`src/rtl/div_pkg.sv`:
```
// Shared types and constants for the shared restoring divider controller.
package div_pkg;

    typedef enum logic [1:0] {
        IDLE = 2'd0,
        CALC = 2'd1,
        DONE = 2'd2
    } div_state_t;

    localparam int DIV_WIDTH = 4;

    // Wide all-ones pattern; users slice it down to their operand width.
    localparam logic [63:0] DIV_DBZ_QUOTIENT = '1;

endpackage

```
`src/rtl/div_rr_arb2.sv`:
```
// Two-way round-robin grant: when both requesters are valid, the one not
// named by ptr wins; a lone valid requester always wins.
module div_rr_arb2 (
    input  logic [1:0] valid,
    input  logic       enable,
    input  logic       ptr,
    output logic [1:0] grant,
    output logic       grant_id
);

    always_comb begin
        // NOTE: defaults first so every path assigns every output; no latch is inferred.
        grant    = 2'b00;
        grant_id = 1'b0;
        if (valid == 2'b11) begin
            grant_id = ~ptr;
        end else begin
            grant_id = valid[1];
        end
        if (enable && (valid != 2'b00)) begin
            grant = grant_id ? 2'b10 : 2'b01;
        end
    end

endmodule

```
`src/rtl/div_share_ctrl.sv`:
```
// Shares one iterative restoring divider between two requesters.
// Optional macro DIV_FASTPATH_EN: divisor==1 or dividend<divisor finish in one edge.
module div_share_ctrl
    import div_pkg::*;
#(
    parameter int WIDTH = DIV_WIDTH
) (
    input  logic             clk,
    input  logic             rst_n,
    input  logic             req0_valid,
    output logic             req0_ready,
    input  logic [WIDTH-1:0] req0_dividend,
    input  logic [WIDTH-1:0] req0_divisor,
    input  logic             req1_valid,
    output logic             req1_ready,
    input  logic [WIDTH-1:0] req1_dividend,
    input  logic [WIDTH-1:0] req1_divisor,
    output logic             resp_valid,
    input  logic             resp_ready,
    output logic             resp_id,
    output logic [WIDTH-1:0] resp_quotient,
    output logic [WIDTH-1:0] resp_remainder,
    output logic             resp_dbz,
    output logic             busy
);

    localparam int CNT_W = $clog2(WIDTH + 1);

    div_state_t       state;
    logic             rr_ptr;
    logic             id_q;
    logic             dbz_q;
    logic [CNT_W-1:0] cnt;
    logic [WIDTH-1:0] quo;
    logic [WIDTH-1:0] rem;
    logic [WIDTH-1:0] divisor_q;

    logic [1:0]       grant;
    logic             grant_id;
    logic             accept;
    logic [WIDTH-1:0] sel_dividend;
    logic [WIDTH-1:0] sel_divisor;

    div_rr_arb2 u_arb (
        .valid    ({req1_valid, req0_valid}),
        .enable   (state == IDLE),
        .ptr      (rr_ptr),
        .grant    (grant),
        .grant_id (grant_id)
    );

    assign req0_ready   = grant[0];
    assign req1_ready   = grant[1];
    assign accept       = |grant;
    assign sel_dividend = grant_id ? req1_dividend : req0_dividend;
    assign sel_divisor  = grant_id ? req1_divisor  : req0_divisor;

    // One restoring step: the partial remainder needs one extra bit after the shift.
    logic [WIDTH:0]   shifted_rem;
    logic [WIDTH-1:0] step_rem;
    logic [WIDTH-1:0] step_quo;

    always_comb begin
        shifted_rem = {rem, quo[WIDTH-1]};
        step_quo    = {quo[WIDTH-2:0], 1'b0};
        step_rem    = WIDTH'(shifted_rem);
        if (shifted_rem >= {1'b0, divisor_q}) begin
            step_rem    = WIDTH'(shifted_rem - {1'b0, divisor_q});
            step_quo[0] = 1'b1;
        end
    end

    always_ff @(posedge clk or negedge rst_n) begin
        if (!rst_n) begin
            state          <= IDLE;
            rr_ptr         <= 1'b1;
            id_q           <= 1'b0;
            dbz_q          <= 1'b0;
            cnt            <= '0;
            quo            <= '0;
            rem            <= '0;
            divisor_q      <= '0;
            resp_valid     <= 1'b0;
            resp_id        <= 1'b0;
            resp_quotient  <= '0;
            resp_remainder <= '0;
            resp_dbz       <= 1'b0;
            busy           <= 1'b0;
        end else begin
            // NOTE: non-blocking throughout so every register sees pre-edge values.
            case (state)
                IDLE: begin
                    if (accept) begin
                        rr_ptr    <= grant_id;
                        id_q      <= grant_id;
                        divisor_q <= sel_divisor;
                        cnt       <= '0;
                        busy      <= 1'b1;
                        dbz_q     <= 1'b0;
                        if (sel_divisor == '0) begin
                            quo   <= DIV_DBZ_QUOTIENT[WIDTH-1:0];
                            rem   <= sel_dividend;
                            dbz_q <= 1'b1;
                            state <= DONE;
`ifdef DIV_FASTPATH_EN
                        end else if (sel_divisor == WIDTH'(1)) begin
                            quo   <= sel_dividend;
                            rem   <= '0;
                            state <= DONE;
                        end else if (sel_dividend < sel_divisor) begin
                            quo   <= '0;
                            rem   <= sel_dividend;
                            state <= DONE;
`endif
                        end else begin
                            quo   <= sel_dividend;
                            rem   <= '0;
                            state <= CALC;
                        end
                    end
                end
                CALC: begin
                    quo <= step_quo;
                    rem <= step_rem;
                    cnt <= cnt + CNT_W'(1);
                    if (cnt == CNT_W'(WIDTH - 1)) begin
                        state <= DONE;
                    end
                end
                DONE: begin
                    if (!resp_valid) begin
                        resp_valid     <= 1'b1;
                        resp_id        <= id_q;
                        resp_quotient  <= quo;
                        resp_remainder <= rem;
                        resp_dbz       <= dbz_q;
                    end else if (resp_ready) begin
                        resp_valid <= 1'b0;
                        busy       <= 1'b0;
                        state      <= IDLE;
                    end
                end
                default: begin
                    state <= IDLE;
                    busy  <= 1'b0;
                end
            endcase
        end
    end

endmodule

```
`config.mk`:
```
export PLATFORM = sky130hd
export DESIGN_NAME = div_share_ctrl
export DESIGN_NICKNAME = d
export VERILOG_FILES = /design/src/rtl/div_pkg.sv /design/src/rtl/div_rr_arb2.sv /design/src/rtl/div_share_ctrl.sv
export SDC_FILE = /design/constraint.sdc
export NUM_CORES = 1
export LEC_CHECK = 0
export BUFFER_PORTS_ARGS = -buffer_cell sky130_fd_sc_hd__buf_4
export CORE_ASPECT_RATIO = 2
export CORE_MARGIN = 2
export CORE_UTILIZATION = 49
export CTS_BUF_LIST = sky130_fd_sc_hd__clkbuf_16
export DETAILED_ROUTE_END_ITERATION = 10
export PLACE_DENSITY = 0.75
export REMOVE_ABC_BUFFERS = 1
export SLEW_MARGIN = 0
export SYNTH_ARGS = -nofsm -noshare
export SYNTH_HDL_FRONTEND = slang
export SYNTH_HIERARCHICAL = 1
export SYNTH_SLANG_ARGS = --single-unit
```
`constraint.sdc`:
```
create_clock -name clk -period 1.8 [get_ports clk]
set_input_delay 0.18 -clock clk [delete_from_list [all_inputs] [get_ports clk]]
set_output_delay 0.18 -clock clk [all_outputs]
set_load 0.1 [all_outputs]
```
## After elaboration in Yosys (flattened, before gate mapping)

Cells that the tools add are included.

- Register bits: 32
- Bits in latches: 0
- Memory bits (writable): 0
- Memory bits (read-only): 0
- Input port bits: 21
- Output and inout port bits: 14
- Word-level logic and storage cells: 67
- Memories: 0

- $add $sub $neg: 2
- Multiply operators: 0
- Div/mod/pow operators: 0
- Magnitude comparators: 1
- Eq/ne operators: 8
- Shift operators: 0
- Multiplexer cells: 28
- Bitwise logic cells: 3
- Reductions and logical operators: 11

Operator list:

| operator | number |
|---|---|
| 4-bit two-way mux | 7 |
| 4-bit case mux with 2 select lines | 2 |
| 2-bit two-way mux | 7 |
| 1-bit two-way mux | 8 |
| 2-bit != test, second input constant | 4 |
| 4-bit AND reduction | 2 |
| 2-bit case mux with 3 select lines | 1 |
| 3-bit case mux with 2 select lines | 1 |
| 2-bit AND reduction | 3 |
| 5-bit by 4-bit >= comparator with 1-bit output | 1 |
| 2-bit equality test, second input constant | 2 |
| 4-bit zero test | 1 |
| 2-bit nonzero test | 2 |
| 4-bit subtractor | 1 |
| 3-bit by 1-bit adder with 3-bit output, second input constant | 1 |
| 3-bit by 2-bit equality test with 1-bit output, second input constant | 1 |
| 3-bit two-way mux | 1 |
| 1-bit NOT | 3 |
| 1-bit case mux with 3 select lines | 1 |
| 2-bit by 1-bit equality test with 1-bit output, second input constant | 1 |
| 2-bit zero test | 1 |
| 2-bit OR reduction | 1 |
| 1-bit logical AND | 1 |

## Depth between registers and ports, before layout

Gate-level depths: netlist (run 1).

- Depth in word-level cells: 7
- Gate-level depth with buffers: 9
- Gate-level depth less buffers: 8

## Modules after synthesis

The synthesis (run 1) kept the hierarchy.

Modules (own cells, without submodules):

| module | times used | cells each | area an instance (µm²) | sequential area each (µm²) |
|---|---|---|---|---|
| div_share_ctrl | 1 | 167 | 1722.9 | 802.0 |
| div_rr_arb2 | 1 | 5 | 30.0 | 0.0 |

## Worst setup path before layout (run 1)

Ideal clock, no wire load.

- Kind: register to register
- Start: reg state[1]
- End: reg quo[2]
- Setup time: 126 ps
- Data arrival time: 3256 ps
- Required time: 1674 ps
- Path slack: -1582 ps
- Cell stages (with the launch flop): 9
- Path buffers: 2
- Period minus slack after synthesis: 3382 ps
- Cell sequence: dfrtp_1 -> clkbuf_1 -> nor2_1 -> nand2_1 -> a21oi_1 -> nor3_1 -> or2_2 -> buf_4 -> a221o_1

- Longest elaborated chain between the ends: 6
- Elaborated cells between the ends (all ways): 9
- Classes of those cells: 2 x eq/ne; 2 x mux; 5 x reduce/logical

RTL lines:

| element | line | RTL |
|---|---|---|
| from (decl) | div_share_ctrl.sv:29 | `div_state_t state;` |
| from (signal assigned) | div_share_ctrl.sv:75 | `state <= IDLE;` |
| from (signal assigned) | div_share_ctrl.sv:104 | `state <= DONE;` |
| from (signal assigned) | div_share_ctrl.sv:118 | `state <= CALC;` |
| 2-bit zero test | div_share_ctrl.sv:46 | `.enable (state == IDLE),` |
| 1-bit logical AND | div_rr_arb2.sv:20 | `if (enable && (valid != 2'b00)) begin` |
| 2-bit two-way mux | div_rr_arb2.sv:20 |  |
| net req0_ready | div_share_ctrl.sv:11 | `output logic req0_ready,` |
| 2-bit OR reduction | div_share_ctrl.sv:54 | `assign accept = \|grant;` |
| 2-bit != test (no line) | n/a |  |
| 2-bit AND reduction (no line) | n/a |  |
| to (signal assigned) | div_share_ctrl.sv:101 | `quo <= DIV_DBZ_QUOTIENT[WIDTH-1:0];` |
| to (signal assigned) | div_share_ctrl.sv:116 | `quo <= sel_dividend;` |
| to (signal assigned) | div_share_ctrl.sv:123 | `quo <= step_quo;` |
| to (decl) | div_share_ctrl.sv:34 | `logic [WIDTH-1:0] quo;` |

The timed path passes the listed nets, and every way through them passes these cells.
A chain may end at the register's enable or synchronous reset.

## Final worst setup path (run 1)

- Start: reg rr_ptr
- End: reg rem[2]

- Longest elaborated chain between the ends: 7
- Elaborated cells between the ends (all ways): 13
- Classes of those cells: 1 x eq/ne; 8 x mux; 1 x bitwise; 3 x reduce/logical

RTL lines:

| element | line | RTL |
|---|---|---|
| from (decl) | div_share_ctrl.sv:30 | `logic rr_ptr;` |
| from (signal assigned) | div_share_ctrl.sv:94 | `rr_ptr <= grant_id;` |
| 1-bit NOT * | div_rr_arb2.sv:16 | `grant_id = ~ptr;` |
| 1-bit two-way mux * | div_rr_arb2.sv:15 | `if (valid == 2'b11) begin` |
| net grant_id | div_share_ctrl.sv:39 | `logic grant_id;` |
| 4-bit two-way mux / 2-bit two-way mux (equally long branches) | div_share_ctrl.sv:56, div_rr_arb2.sv:21 |  |
| 4-bit zero test / 2-bit two-way mux (equally long branches) | div_share_ctrl.sv:100, div_rr_arb2.sv:20 |  |
| 4-bit two-way mux / 2-bit OR reduction (equally long branches) | div_share_ctrl.sv:100, div_share_ctrl.sv:54 |  |
| 4-bit two-way mux / 2-bit != test (equally long branches) | n/a |  |
| 4-bit case mux with 2 select lines / 2-bit AND reduction (equally long branches) | n/a |  |
| to (signal assigned) | div_share_ctrl.sv:102 | `rem <= sel_dividend;` |
| to (signal assigned) | div_share_ctrl.sv:124 | `rem <= step_rem;` |
| to (decl) | div_share_ctrl.sv:35 | `logic [WIDTH-1:0] rem;` |

Mark *: on every way through the listed nets, which the timed path passes. The rest lies on a longest branch. The select of a mux whose other input is x is not followed.

==> out/metrics.yaml, run 1 <==
firstDrtPassIters: 4
drv_cap: 0
async_flop_share_pct: 100.0
utilization_pct: 71.06
finClkSkew_ns: 0.003898
synth_mux_area_share_pct: 12.35
gp_congestion: 0.8194
syn_area_um2: 1753
cp_data_required_time_ns: 2.02
hold_viol: 0
nets: 250
synth_xor_xnor_area_share_pct: 0.9993
synth-seq-area-share_pct: 45.75
synthAdderAreaFrac_pct: 5.425
slew_headroom_pct: 73.04
finalCritPeriodShare_pct: 99.17
place_ws_ns: -0.1722
synth.top_cell.area_share_pct: 44.25
syn_to_final_growth_pct: 38.47
ys_warn_count: 6
cts_root_buffer: "clkbuf_16"
drtIter0Drc: 38
cts_tree: "built"
fmax_mhz: 560.2
m1WireLength_um: 1594
post_drt_wl_per_cell_um: 16.01
synth_top_family_by_area: "compound AO/OA/AOI/OAI gates"
core_area_um2: 3416
yosys.area_share.simple_pct: 13.99
critPathSlowestCell: "dfstp_2"
syn_avg_cell_area_um2: 10.19
grt_pass1_vias: 1588
dr_wl_met3_um: 142
antenna_cells: 0
path_cells: "a21boi_4, or4_4, o22a_4, o31ai_4, o22a_1"
synth_most_common_cell: "dfrtp_1"
critPathBufInv: 0
setup_ws_ns: 0.01488
setup_violations: 0
whs_ns: 0.2048
cts_buffers: 5
post-dp-hpwl_um: 3011
row_count: 30
slew_viol_final: 0
dpl_cell_area_um2: 2120
num_vias: 1483
crit_family: "compound AO/OA/AOI/OAI gates"
ys_ff_latch: 32
antenna_found_initial: 0
io_pins: 35
worst_setup_path_start_kind: "register"
drive_above_1_share_pct: 40.81
cts.sink_count: 32
synth_area_leaders: "dfrtp_1 (44%), mux2_2 (8.4%), ha_1 (4.3%)"
numPortBuffers: 34
clk_pin_slew_worst_paths_ns: 0.05
rsz0062_at_grt: "yes"
crit_path_end_kind: "register"
synthFlopType: "dfrtp_1"
gr-total-overflow: 0
status: "finished clean"
slowest_delay_ns: 0.56
clkLatencyLatePin_ns: 0.28
final_area_um2: 2427
path_max_fanout: 5
crit_arrival_ns: 2.00
hold_path_class: "in2reg"
grt_max_degree: 33
grt_pass1_wl_um: 7093
top_layer: "met4"
grt_usage_pct: 24.50
via_per_inst: 5.472
yosys.area.top_type: "dfrtp_1"
met2WireLength_um: 2490
die-area_um2: 4101
ant_nets: 0
synth_cells: 172
critPathKind: "reg2reg"
die_h_um: 88.59
synth_compound_area_share_pct: 16.70
synthDistinctLibCells: 41
synthTopCellsByCount: "dfrtp_1 (31), nand2_1 (18), nor2_1 (18)"
fp.dieW_um: 46.30
synth_edf_count: 0
drc: 0
wirelength_um: 4340
clock_path_buffers: 2
fin_crit_ns: 1.785
cts_htree_levels: 2
tightest_slew_ns: 0.4044
initial_core_util_pct: 51.32
worst reg2reg max path: stages, from the launching register on:
cell and delay [ns]:
dfstp_2 0.56, a21boi_4 0.07, or4_4 0.45, o22a_4 0.28, o31ai_4 0.22, o22a_1 0.15
per-stage QoR:
step	setup TNS (ns)	std cells
4_1_cts	-0.06604	270
3_5_place_dp	-1.179	260
6_report	0	271
3_3_place_gp	-0.7069	260
5_1_grt	-0.05623	271
2_1_floorplan	-29.99	164
worst paths after layout:
path                                 start           end  slack (ns)  cells after the start
hold / removal             req0_divisor[2]  divisor_q[2]        0.20                      3
setup / recovery                    rr_ptr        rem[2]        0.01                      5
setup reg to reg                    rr_ptr        rem[2]        0.01                      5
hold reg to reg               divisor_q[2]  divisor_q[2]        0.48                      2
max in group asynchronous            rst_n        rr_ptr        1.09                      2
min in group asynchronous            rst_n      resp_dbz        0.37                      2
per-layer routing:
metal | GRT usage (%) | up-vias
met3 | 4.490 | 10
met4 | 14.55 | 0
met2 | 41.41 | 41
met1 | 27.08 | 720
met5 | 0 | -
li1 | - | 712
flip-flops by register name (all words and copies together) (netlist names):
name,flops
dbz_q,1
quo,4
busy,1
state,2
resp_id,1
resp_quotient,4
rem,4
id_q,1
cnt,3
resp_valid,1
resp_remainder,4
divisor_q,4
rr_ptr,1
resp_dbz,1
logic make-up (layout without fill, tap and decap cells):
logic type / after synthesis / after routing
multiplexers: 20 / 20
AO/OA/AOI/OAI: 42 / 43
buffers and inverters: 16 / 66
flip-flops: 32 / 32
adder cells (fa/ha/maj): 7 / 7
XOR/XNOR: 2 / 2
AND/OR/NAND/NOR: 53 / 53
cell type report:
type | instances | area (um2)
timing repair buffer | 50 | 385.4
multi-input combinational | 125 | 982.2
sequential | 32 | 802.0
tap | 48 | 60.06
clock inverter | 3 | 42.54
inverter | 8 | 30.03
clock buffer | 5 | 125.1
fill | 254 | 988.4
what timing repair did:
item                                    CTS  global route
endpoints found under the setup margin   17            12
hold buffers                              1             0
hold endpoints to repair                 31             0
gates cloned                              1             0
buffers inserted                          0             1
pin swaps                                 5             7
gates resized for setup                  13            17
layout by cell type (no fill, tap or decap), types with 4 or more instances in the layout:
master / netlist / routed
mux2_2: 13 / 13
clkbuf_16: 0 / 5
dfrtp_1: 31 / 31
o21ai_0: 11 / 7
o21ai_1: 0 / 4
nor2b_1: 4 / 4
buf_4: 2 / 47
nand2_1: 18 / 16
mux2i_1: 7 / 7
nor2_1: 18 / 15
a21oi_1: 12 / 10
ha_1: 6 / 5
inv_1: 8 / 8
Power of run 1 is not shown: default switching activity piles up to over one toggle a cycle in this logic, so the estimate is an artifact.
==> inputs of run 2 (changes only) <==
Settings changed: PLACE_DENSITY 0.75 to not set, PLACE_DENSITY_LB_ADDON set to 0.3.
==> run 2 against run 1 <==
  * First-iteration DRC count rose by 18%
  * Wire length rose by 7.6%
  * Maximum frequency fell by 0.50%
  * Flip-flop and latch count did not move
  * Global-route usage rose by 0.71 points
  * Clock skew rose by 0.0038 ns
  * Final cell count rose by 3.0%
  * Critical path depth rose by 3
  * Clock-buffer cell count did not move
  * Setup slack got worse by 0.0090 ns
  * Largest cell class unchanged
  * Highest routed layer unchanged
==> out/metrics.yaml, run 2 (synthesis gave the netlist of run 1 again) <==
antenna_found_initial: 0  # unchanged
crit_family: "simple AND/OR/NAND/NOR gates"  # was compound AO/OA/AOI/OAI gates
drv_cap: 0  # unchanged
cts_buffers: 5  # unchanged
numPortBuffers: 34  # unchanged
crit_path_end_kind: "register"  # unchanged
final_area_um2: 2469  # was 2427 um2
mostFrequentLayoutCells: "buf_4 (53), dfrtp_1 (31), nand2_1 (17)"  # was buf_4 (47), dfrtp_1 (31), nand2_1 (16)
path_cells: "a21boi_4, buf_6, and2_4, nor3_4, or2_4, nor2_1, a21oi_1, o21ai_1"  # was a21boi_4, or4_4, o22a_4, o31ai_4, o22a_1
via_per_inst: 5.563  # was 5.472
grt_usage_pct: 25.21  # was 24.50%
firstDrtPassIters: 4  # unchanged
fmax_mhz: 557.4  # was 560.2 MHz
initial_core_util_pct: 51.32  # unchanged
path_max_fanout: 6  # was 5
antenna_cells: 0  # unchanged
die-area_um2: 4101  # unchanged
cp.depth: 8  # was 5
r2r-start: "rr_ptr"  # unchanged
startpoint: "rr_ptr"  # unchanged
grt_pass1_wl_um: 7334  # was 7093 um
slowest_delay_ns: 0.56  # about the same
core_area_um2: 3416  # unchanged
r2r_cells: 8  # was 5
syn_to_final_growth_pct: 40.83  # was 38.47%
finClkSkew_ns: 0.007732  # was 0.003898 ns
wirelength_um: 4670  # was 4340 um
critPathBufInv: 1  # was 0
drtIter0Drc: 45  # was 38
slew_viol_final: 0  # unchanged
dp.cells: 264  # was 260
worst_setup_path_start_kind: "register"  # unchanged
num_vias: 1552  # was 1483
post-dp-hpwl_um: 3143  # was 3011 um
min_delay_path_depth: 3  # unchanged
hp-start: "req1_divisor[2]"  # was req0_divisor[2]
clkLatencyLatePin_ns: 0.28  # about the same
die_h_um: 88.59  # unchanged
critPathKind: "reg2reg"  # unchanged
gp_congestion: 0.8668  # was 0.8194
setup_violations: 0  # unchanged
layout_commonest_cell: "buf_4"  # unchanged
cts_tree: "built"  # unchanged
cts.sink_count: 32  # unchanged
fp.dieW_um: 46.30  # unchanged
drive_above_1_share_pct: 42.86  # was 40.81%
finalCritPeriodShare_pct: 99.67  # was 99.17%
tightest_slew_ns: 0.4188  # was 0.4044 ns
hold_viol: 0  # unchanged
cts_root_buffer: "clkbuf_16"  # unchanged
clk_pin_slew_worst_paths_ns: 0.05  # about the same
rsz0062_at_grt: "yes"  # unchanged
slew_headroom_pct: 72.08  # was 73.04%
clock_path_buffers: 2  # unchanged
grt_pass1_vias: 1586  # was 1588
hold_path_class: "in2reg"  # unchanged
cts_htree_levels: 2  # unchanged
gr-total-overflow: 0  # unchanged
utilization_pct: 72.27  # was 71.06%
layout.cells.non_filler: 279  # was 271
status: "finished clean"  # unchanged
critPathSlowestCell: "dfstp_2"  # unchanged
drc: 0  # unchanged
row_count: 30  # unchanged
post_drt_wl_per_cell_um: 16.74  # was 16.01 um
dpl_cell_area_um2: 2150  # was 2120 um2
cp_data_required_time_ns: 1.95  # was 2.02 ns
grt_max_degree: 33  # unchanged
fin_crit_ns: 1.794  # was 1.785 ns
io_pins: 35  # unchanged
crit_arrival_ns: 1.95  # was 2.00 ns
ant_nets: 0  # unchanged
nets: 258  # was 250
==> run 2: cell types whose count changed in the layout (fill, tap and decap cells not counted), sizes merged <==
cell	delta
buf	+7
or2	+1
==> run 2: area by class of cell <==
cell class	instances	area [um2]
multi-input combinational	126	967.2
clock inverter	3	42.54
timing repair buffer	57	441.7
tap	48	60.06
sequential	32	802.0
fill	254	947.2
clock buffer	5	125.1
inverter	8	30.03
==> run 2: worst paths after layout <==
path,end,slack (ns)
worst max-delay path,state[1],0.006
worst min-delay path,divisor_q[2],0.22
worst max register to register,state[1],0.006
worst min register to register,divisor_q[2],0.48
max in group asynchronous,rr_ptr,1.09
min in group asynchronous,divisor_q[3],0.39
==> run 2: through the flow <==
| step | setup WS [ns] | setup TNS, ns | hold WS [ns] |
|---|---|---|---|
| final | 0.005857 | 0 | 0.2162 |
| after global placement | -0.1116 | -0.9105 | 0.1348 |
| after detailed placement | -0.1610 | -1.288 | 0.1401 |
| after floorplan | -1.603 | -29.99 | -0.1156 |
| after global routing | -0.03876 | -0.09560 | 0.2255 |
| after CTS | 0.002268 | 0 | 0.2207 |
==> run 2: per-layer routing <==
layer / up-vias / wire (um) / global-route usage, %
li1: 725 / - / -
met1: 771 / 1673 / 26.39
met2: 47 / 2725 / 46.09
met3: 9 / 162 / 4.286
met4: 0 / 108 / 11.17
met5: - / 0 / 0
==> run 2: what timing repair did <==
action,CTS,global route
endpoints found under the hold margin,31,0
gates resized for setup,14,15
setup endpoints to repair,14,13
setup buffers,1,3
pin swaps,4,8
hold buffers,1,0
gates cloned,2,0
==> run 2: worst min-delay path, stage by stage <==
cell and delay, ns:
buf_4 0.08, mux2i_1 0.06, o21ai_0 0.13
Power of run 2 is left out for the same reason.
==> inputs of run 3 (changes only) <==
Settings changed: CORE_UTILIZATION 49 to 55, GPL_TIMING_DRIVEN set to 0, TNS_END_PERCENT set to 100.
Clock period 1.8 ns to 2.2 ns, I/O delays scaled along.
==> run 3 against run 2 <==
  * Wire length fell by 9.6%
  * First-iteration DRC count fell by 47%
  * Maximum frequency fell by 16%
  * Worst hold slack improved by 0.034 ns
  * Critical path depth fell by 2
==> out/metrics.yaml, run 3 (synthesis gave the netlist of run 1 again) <==
row_count: 29  # was 30
drtIter0Drc: 24  # was 45
finalCritPeriodShare_pct: 96.60  # was 99.67%
post-dp-hpwl_um: 3102  # was 3143 um
mostFrequentLayoutCells: "buf_4 (36), dfrtp_1 (31), nand2_1 (18)"  # was buf_4 (53), dfrtp_1 (31), nand2_1 (17)
min_delay_path_depth: 3  # unchanged
core_area_um2: 3120  # was 3416 um2
grt_usage_pct: 25.96  # was 25.21%
final_area_um2: 2201  # was 2469 um2
setup_violations: 0  # unchanged
grt_pass1_vias: 1490  # was 1586
tightest_slew_ns: 0.7034  # was 0.4188 ns
r2r-start: "rr_ptr"  # unchanged
clock_path_buffers: 2  # unchanged
crit_arrival_ns: 2.31  # was 1.95 ns
post_drt_wl_per_cell_um: 17.58  # was 16.74 um
cp_data_required_time_ns: 2.38  # was 1.95 ns
cts_root_buffer: "clkbuf_16"  # unchanged
drc: 0  # unchanged
dpl_cell_area_um2: 1993  # was 2150 um2
multi_input_area_um2: 885.9  # was 967.2 um2
num_vias: 1447  # was 1552
drive_above_1_share_pct: 31.58  # was 42.86%
die-area_um2: 3682  # was 4101 um2
cts.sink_count: 32  # unchanged
status: "finished clean"  # unchanged
critPathKind: "reg2reg"  # unchanged
antenna_found_initial: 0  # unchanged
clk_pin_slew_worst_paths_ns: 0.05  # about the same
fin_crit_ns: 2.125  # was 1.794 ns
grt_pass1_wl_um: 6975  # was 7334 um
slew_viol_final: 0  # unchanged
die_h_um: 83.84  # was 88.59 um
firstDrtPassIters: 4  # unchanged
finClkSkew_ns: 0.003444  # was 0.007732 ns
fp.dieW_um: 43.92  # was 46.30 um
hold_viol: 0  # unchanged
hp-start: "req1_divisor[1]"  # was req1_divisor[2]
ant_nets: 0  # unchanged
syn_to_final_growth_pct: 25.55  # was 40.83%
nets: 236  # was 258
hold_path_end: "divisor_q[1]"  # was divisor_q[2]
clkLatencyLatePin_ns: 0.28  # about the same
slew_headroom_pct: 52.90  # was 72.08%
drv_cap: 0  # unchanged
r2r_slack_ns: 0.07  # was 0.006 ns
n_fill_cell: 245  # was 254
via_per_inst: 6.029  # was 5.563
r2r-end: "quo[3]"  # was state[1]
whs_ns: 0.2499  # was 0.2162 ns
numPortBuffers: 34  # unchanged
initial_core_util_pct: 56.17  # was 51.32%
path_max_fanout: 10  # was 6
place_ws_ns: -0.2825  # was -0.1610 ns
gp_congestion: 0.8404  # was 0.8668
cts_tree: "built"  # unchanged
ff_latch_area_um2: 802.0  # unchanged
fmax_mhz: 470.5  # was 557.4 MHz
io_pins: 35  # unchanged
worst_setup_path_start_kind: "register"  # unchanged
hold_path_class: "in2reg"  # unchanged
antenna_cells: 0  # unchanged
grt_max_degree: 33  # unchanged
gr-total-overflow: 0  # unchanged
layout_commonest_cell: "buf_4"  # unchanged
cts_buffers: 5  # unchanged
cts_htree_levels: 2  # unchanged
crit_path_end_kind: "register"  # unchanged
setup_ws_ns: 0.07476  # was 0.005857 ns
r2r_cells: 6  # was 8
wirelength_um: 4220  # was 4670 um
utilization_pct: 70.53  # was 72.27%
## run 3: worst max-delay path: stages (launching register included)
cell,delay [ns]
dfstp_2,0.56
a21boi_4,0.08
or4_1,0.53
o22a_1,0.40
nand2_1,0.19
o21ai_0,0.10
a22oi_1,0.18
## run 3: layout make-up
class,instances,share of cell area (%)
Clock inverter,3,1.762
Multi-Input combinational cell,124,40.25
Inverter,8,1.364
Clock buffer,5,5.685
Timing Repair Buffer,37,12.73
Sequential cell,32,36.44
Tap cell,31,1.762
## run 3: repair_timing
action | CTS | global route
endpoints found under the setup margin | 17 | 8
pin swaps | 1 | 0
hold buffers | 1 | 0
setup buffers | 2 | 0
gates resized for setup | 3 | 3
hold endpoints to repair | 31 | 0
## run 3: metrics by stage
step	cells	setup TNS, ns
after CTS	240	0
final	240	0
after detailed placement	229	-2.433
after global placement	229	-2.018
after global routing	240	-0.2502
after floorplan	164	-20.11
## run 3: worst max-delay path by stage
stage                     slack, ns        to  cells past startpoint      from
after detailed placement      -0.28    quo[2]                      5    rr_ptr
after global routing          -0.07  state[1]                      8  state[0]
after floorplan               -1.20    quo[1]                      6  state[0]
after global placement        -0.26    quo[2]                      5    rr_ptr
after CTS                      0.07    quo[3]                      6    rr_ptr
final                          0.07    quo[3]                      6    rr_ptr
## run 3: routing by layer
metal  GRT usage, %  vias to the layer above  part of all wire, %
met2          42.78                       41                   56
met3          4.762                       16                  3.2
li1               -                      678                    -
met1          29.39                      712                   36
met4          15.98                        0                  4.4
met5              0                        -                    0
Power of run 3 is left out for the same reason.
